File: src/rtl/nvram_upload_if.sv
// Upload-side bus of the NVRAM read-back block: HPS ioctl
// read channel, CPU pause handshake and the RAM read port.
interface nvram_upload_if #(
    parameter int AW = 11,
    parameter int DW = 8
);
    logic          ioctl_upload;
    logic [7:0]    ioctl_index;
    logic [26:0]   ioctl_addr;
    logic          ioctl_rd;
    logic [15:0]   ioctl_din;
    logic          ioctl_wait;
    logic          pause_req;
    logic          pause_ack;
    logic [AW-1:0] mem_addr;
    logic          mem_rd;
    logic [DW-1:0] mem_q;

    modport slave (
        input  ioctl_upload,
        input  ioctl_index,
        input  ioctl_addr,
        input  ioctl_rd,
        output ioctl_din,
        output ioctl_wait,
        output pause_req,
        input  pause_ack,
        output mem_addr,
        output mem_rd,
        input  mem_q
    );

    modport master (
        output ioctl_upload,
        output ioctl_index,
        output ioctl_addr,
        output ioctl_rd,
        input  ioctl_din,
        input  ioctl_wait,
        input  pause_req,
        output pause_ack,
        input  mem_addr,
        input  mem_rd,
        output mem_q
    );
endinterface

File: src/rtl/nvram_upload.sv
// NVRAM upload: serves HPS ioctl reads from battery/hiscore RAM
// while the CPU is paused, stretching each read with ioctl_wait.
module nvram_upload #(
    parameter int          AW       = 11,
    parameter int          DW       = 8,
    parameter logic [7:0]  UP_INDEX = 8'd4
) (
    input  logic           clk_sys,
    input  logic           rst_n,
    nvram_upload_if.slave  bus
);

    typedef enum logic [2:0] {
        IDLE,
        HOLD,
        READY,
        FETCH,
        CAPTURE
    } state_t;

    state_t        state_q;
    state_t        state_d;
    logic          pending_q;
    logic [AW-1:0] addr_q;
    logic [15:0]   din_q;

    logic          sel;
    logic          ack;
    logic          in_range;
    logic          busy;
    logic          acc;
    logic          done;
    logic [26:0]   addr_hi;

    assign sel      = bus.ioctl_upload
                    & (bus.ioctl_index == UP_INDEX);
    assign ack      = bus.pause_ack;
    assign addr_hi  = bus.ioctl_addr >> AW;
    assign in_range = (addr_hi == '0);

    // A read owes the HPS data while fetching, or parked in HOLD
    assign busy = (state_q == FETCH)
                | (state_q == CAPTURE)
                | ((state_q == HOLD) & pending_q);

    // Strobes are taken only when the port is ours or being requested
    assign acc  = sel & bus.ioctl_rd & ~busy
                & ((state_q == READY) | (state_q == HOLD));

    // mem_q is valid in CAPTURE; commit it only if we still own RAM
    assign done = sel & (state_q == CAPTURE) & ack;

    // State register
    always_ff @(posedge clk_sys) begin
        if (!rst_n)
            state_q <= IDLE;
        else
            state_q <= state_d;
    end

    // Latched address, pending flag and returned data
    always_ff @(posedge clk_sys) begin
        if (!rst_n) begin
            pending_q <= 1'b0;
            addr_q    <= '0;
            din_q     <= '0;
        end else begin
            if (!sel)
                pending_q <= 1'b0;
            else if (acc && in_range)
                pending_q <= 1'b1;
            else if (done)
                pending_q <= 1'b0;

            if (acc && in_range)
                addr_q <= bus.ioctl_addr[AW-1:0];

            if (acc && !in_range)
                din_q <= '0;
            else if (done)
                din_q <= {{(16-DW){1'b0}}, bus.mem_q};
        end
    end

    // Next state; losing sel aborts from anywhere
    always_comb begin
        state_d = state_q;
        unique case (state_q)
            IDLE: begin
                if (sel)
                    state_d = HOLD;
            end
            HOLD: begin
                if (ack)
                    state_d = (pending_q || (acc && in_range))
                            ? FETCH : READY;
            end
            READY: begin
                if (!ack)
                    state_d = HOLD;
                else if (acc && in_range)
                    state_d = FETCH;
            end
            FETCH: begin
                state_d = ack ? CAPTURE : HOLD;
            end
            CAPTURE: begin
                state_d = ack ? READY : HOLD;
            end
            default: begin
                state_d = IDLE;
            end
        endcase
        if (!sel)
            state_d = IDLE;
    end

    // Outputs decoded from the state register
    always_comb begin
        bus.pause_req  = 1'b0;
        bus.mem_rd     = 1'b0;
        bus.ioctl_wait = busy;
        bus.mem_addr   = addr_q;
        bus.ioctl_din  = din_q;
        unique case (state_q)
            IDLE: begin
                bus.pause_req = 1'b0;
            end
            HOLD, READY, CAPTURE: begin
                bus.pause_req = 1'b1;
            end
            FETCH: begin
                bus.pause_req = 1'b1;
                bus.mem_rd    = 1'b1;
            end
            default: begin
                bus.pause_req = 1'b0;
            end
        endcase
    end

endmodule
File: src/flat_wrapper.sv
// flat-port wrapper written by rule: the top's interface ports become plain ports
module nvram_upload_flat 
#(
    parameter int          AW       = 11,
    parameter int          DW       = 8,
    parameter logic [7:0]  UP_INDEX = 8'd4
)
  (clk_sys, rst_n, bus_ioctl_upload, bus_ioctl_index, bus_ioctl_addr, bus_ioctl_rd, bus_ioctl_din, bus_ioctl_wait, bus_pause_req, bus_pause_ack, bus_mem_addr, bus_mem_rd, bus_mem_q);
  nvram_upload_if #(.AW(AW), .DW(DW)) bus_i ();
  input  logic clk_sys;
  input  logic rst_n;
  input wire logic [$bits(bus_i.ioctl_upload)-1:0] bus_ioctl_upload;
  input wire logic [$bits(bus_i.ioctl_index)-1:0] bus_ioctl_index;
  input wire logic [$bits(bus_i.ioctl_addr)-1:0] bus_ioctl_addr;
  input wire logic [$bits(bus_i.ioctl_rd)-1:0] bus_ioctl_rd;
  output wire logic [$bits(bus_i.ioctl_din)-1:0] bus_ioctl_din;
  output wire logic [$bits(bus_i.ioctl_wait)-1:0] bus_ioctl_wait;
  output wire logic [$bits(bus_i.pause_req)-1:0] bus_pause_req;
  input wire logic [$bits(bus_i.pause_ack)-1:0] bus_pause_ack;
  output wire logic [$bits(bus_i.mem_addr)-1:0] bus_mem_addr;
  output wire logic [$bits(bus_i.mem_rd)-1:0] bus_mem_rd;
  input wire logic [$bits(bus_i.mem_q)-1:0] bus_mem_q;
  assign bus_i.ioctl_upload = bus_ioctl_upload;
  assign bus_i.ioctl_index = bus_ioctl_index;
  assign bus_i.ioctl_addr = bus_ioctl_addr;
  assign bus_i.ioctl_rd = bus_ioctl_rd;
  assign bus_ioctl_din = bus_i.ioctl_din;
  assign bus_ioctl_wait = bus_i.ioctl_wait;
  assign bus_pause_req = bus_i.pause_req;
  assign bus_i.pause_ack = bus_pause_ack;
  assign bus_mem_addr = bus_i.mem_addr;
  assign bus_mem_rd = bus_i.mem_rd;
  assign bus_i.mem_q = bus_mem_q;
  nvram_upload #(.AW(AW), .DW(DW), .UP_INDEX(UP_INDEX)) u_core (.clk_sys(clk_sys), .rst_n(rst_n), .bus(bus_i));
endmodule
File: config.mk
export PLATFORM = sky130hd
export DESIGN_NAME = nvram_upload_flat
export DESIGN_NICKNAME = d
export VERILOG_FILES = /design/src/rtl/nvram_upload_if.sv /design/src/rtl/nvram_upload.sv /design/src/flat_wrapper.sv
export SDC_FILE = /design/constraint.sdc
export NUM_CORES = 1
export LEC_CHECK = 0
export BUFFER_PORTS_ARGS = -buffer_cell sky130_fd_sc_hd__buf_2
export CAP_MARGIN = 25
export CORE_MARGIN = 2
export CORE_UTILIZATION = 45
export DETAILED_ROUTE_END_ITERATION = 16
export PLACE_DENSITY = 0.85
export SLEW_MARGIN = 20
export SYNTH_ARGS = -nofsm -noshare
export SYNTH_HDL_FRONTEND = slang
export SYNTH_SLANG_ARGS = --single-unit
File: constraint.sdc
create_clock -name clk_sys -period 3.1 [get_ports clk_sys]
set_clock_uncertainty 0.1 [all_clocks]
set_input_delay 0.155 -clock clk_sys [delete_from_list [all_inputs] [get_ports clk_sys]]
set_output_delay 0.155 -clock clk_sys [all_outputs]
set_load 0.005 [all_outputs]
==> results.md <==
- Status: complete, no violations
- Highest clock rate: 0.5135 GHz
- P_leak: 0.9069 nW
- FP Rows: 19
- Register area share after synthesis: 37.17%
- Cell Area, Synth: 1239 µm²
- H-tree depth: 1
- DRC Markers: 0
- CP Capture Type: flip-flop
- Setup-failing EPs final: 0
- 1st-pass router iterations: 4
- I/O pin cnt: 78
- CTS buffer count: 3
- Sink Count: 23
- Setup bufs post-CTS: 0
- Post-route antenna net violation count: 0
- EDFF count, synth: 0
- GRT Overall Usage: 18.71%
- Area share of the largest cell type after synthesis: 37.17%
- Worst vdd ir: 0.4234 mV
- CP Max Fanout: 9
- Fin. max-slew vios: 0
- Vias: 1134
- Routed wire length: 2.824 mm
- Ys flop type: dfxtp_1
- CTS tree: done
- Worst hold path startpoint: bus_pause_ack
- Final min period: 1.947 ns
- Hold crit path type: input pin to flip-flop
- Crit path max-delay family: simple AND/OR/NAND/NOR gates
- Starting density of the core: 46.11%
- RSZ-0062 raised after global routing: no
- Slowest cell on crit path: nand4_1
- Routability cong.: 0.7854
- Dominant cell type by area after synthesis: dfxtp_1
- Die ar.: 3188 µm²
- Dominant cells by area after synthesis: dfxtp_1 (37%), mux2i_1 (15%), nand2_1 (7.3%)
- Crit share post-route: 62.82%
- Hold depth: 2
- Post-synth ARST share: 0%
- CP Data Required Time: 3.23 ns
- IO buf count: 69
- Syn_area_per_cell: 9.831 µm²
- Resize count post-CTS: 0
- Global-route wire length before repair: 4.795 mm
- Worst r2r dst: u_core.pending_q
- TNS Setup: 0 ns
- Post-detailed-route via-to-cell ratio: 4.705
- Syn Inst Count: 126
- Startpoint Class: flip-flop
- Register area: 460.4 µm²
- CP arrival: 2.08 ns
- Clock Path Buffers: 2
- Hold Violations, Final: 0
- Die Ht: 56.47 µm
- Avg WL per Cell: 11.72 µm
- Post-Layout Cell Count: 241
- Multi-input logic area: 683.2 µm²
- Warnings from Yosys: 0
- Max-Cap Viols: 0
- Most frequent cell after synthesis: nand2_1
- Placed cells: 218
- Type of the worst setup path: flip-flop to flip-flop
- Cts hold-fix bufs: 19
- Dpl hpwl: 1.997 mm
- Worst r2r path cells: 4
- 1st-iter DRT viols: 17
- Rel. slew slack: 49.41%
- Hold endpoint: u_core.state_q[2]
- Clk_lat worst skew: 0.31 ns
- Die X: 56.47 µm
- Synth cell types: 33
- Clk slew on worst S/H paths: 0.13 ns
- Fillers: 218
- Synth Register Bits: 23
- N_diodes: 0
- Worst Max-Slew Pin Slew: 0.7564 ns
- Share of cells above drive strength 1: 42.38%
- Area of the core: 2686 µm²
- Largest net degree at the start of global routing: 25
- Final net count: 259
- Initial antenna violation count: 0
- Crit-path cells: nor4bb_1, nand4_1, and2_1, o21a_1
- PD cells: 288.6 nW/µm²
- Flop2flop setup slack: 1.15 ns
- R2R Path Start: u_core.state_q[2]
- Root buffer cell: clkbuf_4
- Layout area overhead: 41.21%
- Largest stage delay on the critical path: 0.50 ns
- Top post-synthesis cells by count: nand2_1 (24), dfxtp_1 (23), mux2i_1 (19), nor2_1 (10), buf_4 (8)
- CP Buf/Inv Count: 0
- Vias in the first global route: 1130
- GRT overflow: 0
## registers in the layout, indices dropped and copies added, names as in the netlist
signal,cells
u_core.bus.ioctl_din,8
u_core.bus.mem_addr,11
u_core.pending_q,1
u_core.state_q,3
## per-layer routing
metal	routed length, µm	GRT usage, %
met4	11	3.061
met2	1487	34.39
met5	0	0
met1	1056	21.03
met3	268	6.221
## worst reg2reg max path: cells and delay by family, from the launching register on
kind | cells | cell delay (ns)
AND/OR/NAND/NOR | 3 | 1.13
AO/OA/AOI/OAI | 1 | 0.16
flip-flops | 1 | 0.49
## cell usage in the layout, fill, tap and decap left out, drive strengths merged
master | synthesis | routed
dlygate4sd3 | 0 | 19
clkinv | 0 | 1
o22ai | 1 | 1
nor4bb | 1 | 1
o22a | 1 | 1
clkbuf | 1 | 3
inv | 1 | 1
conb | 1 | 8
nor2b | 2 | 2
nor4 | 4 | 4
nor2 | 10 | 10
dfxtp | 23 | 23
and4 | 1 | 1
nor3 | 2 | 2
buf | 13 | 69
and2 | 2 | 2
and2b | 3 | 3
o21ai | 4 | 4
nand3 | 1 | 1
o21a | 1 | 1
nor3b | 1 | 1
xnor2 | 2 | 2
mux2i | 19 | 19
nor4b | 1 | 1
nand2 | 24 | 24
and3 | 2 | 2
o211a | 1 | 1
nand4 | 2 | 2
o31ai | 1 | 1
## logic make-up (layout without fill, tap and decap cells)
kind of cell	Yosys count	in the layout	share of synthesized area [%]
compound gates	9	9	6.869
xor+xnor	2	2	1.414
buf+inv	16	93	9.797
flops	23	23	37.17
mux	19	19	15.35
other cells	1	8	0.3027
simple gates	56	56	29.09
## worst max path at each step
stage | startpoint | endpoint | slack (ns) | cells past startpoint
final | u_core.state_q[2] | u_core.pending_q | 1.15 | 4
after global routing | u_core.state_q[2] | u_core.pending_q | 0.92 | 4
after CTS | u_core.state_q[0] | u_core.bus.mem_addr[5] | 1.15 | 4
after detailed placement | u_core.state_q[0] | u_core.bus.mem_addr[5] | 1.17 | 4
after global placement | u_core.state_q[2] | u_core.pending_q | 1.20 | 4
after floorplan | u_core.state_q[0] | u_core.pending_q | 1.59 | 6
## cell type report
| type | count | area share [%] |
|---|---|---|
| sequential | 23 | 26.32 |
| multi-input combinational | 94 | 39.06 |
| clock buffer | 3 | 1.288 |
| clock inverter | 1 | 0.2861 |
| inverter | 1 | 0.2146 |
| tap | 31 | 2.217 |
| timing repair buffer | 88 | 30.62 |
## where the power goes
group          leakage [nW]  total (mW)  switching [mW]  internal (mW)
Combinational         0.704      0.0721          0.0287         0.0435
Clock                0.0177       0.137          0.0890         0.0482
Sequential            0.185       0.296       0.0000278          0.295
Total                 0.907       0.505           0.118          0.387
## through the flow
stage | util [%] | setup slack, ns | cell area, µm² | hold slack, ns | total power [mW]
after floorplan | - | 1.593 | 1265 | 0.1971 | 0.3289
after global placement | 57.01 | 1.202 | 1531 | 0.2824 | 0.3546
after detailed placement | 57.01 | 1.166 | 1531 | 0.2986 | 0.3552
after CTS | 65.11 | 1.148 | 1749 | 0.01371 | 0.5109
after global routing | 65.11 | 0.9167 | 1749 | 0.007568 | 0.5315
final | 65.11 | 1.153 | 1749 | 0.02338 | 0.5048
Note: power is estimated with default switching activity, not from simulation.
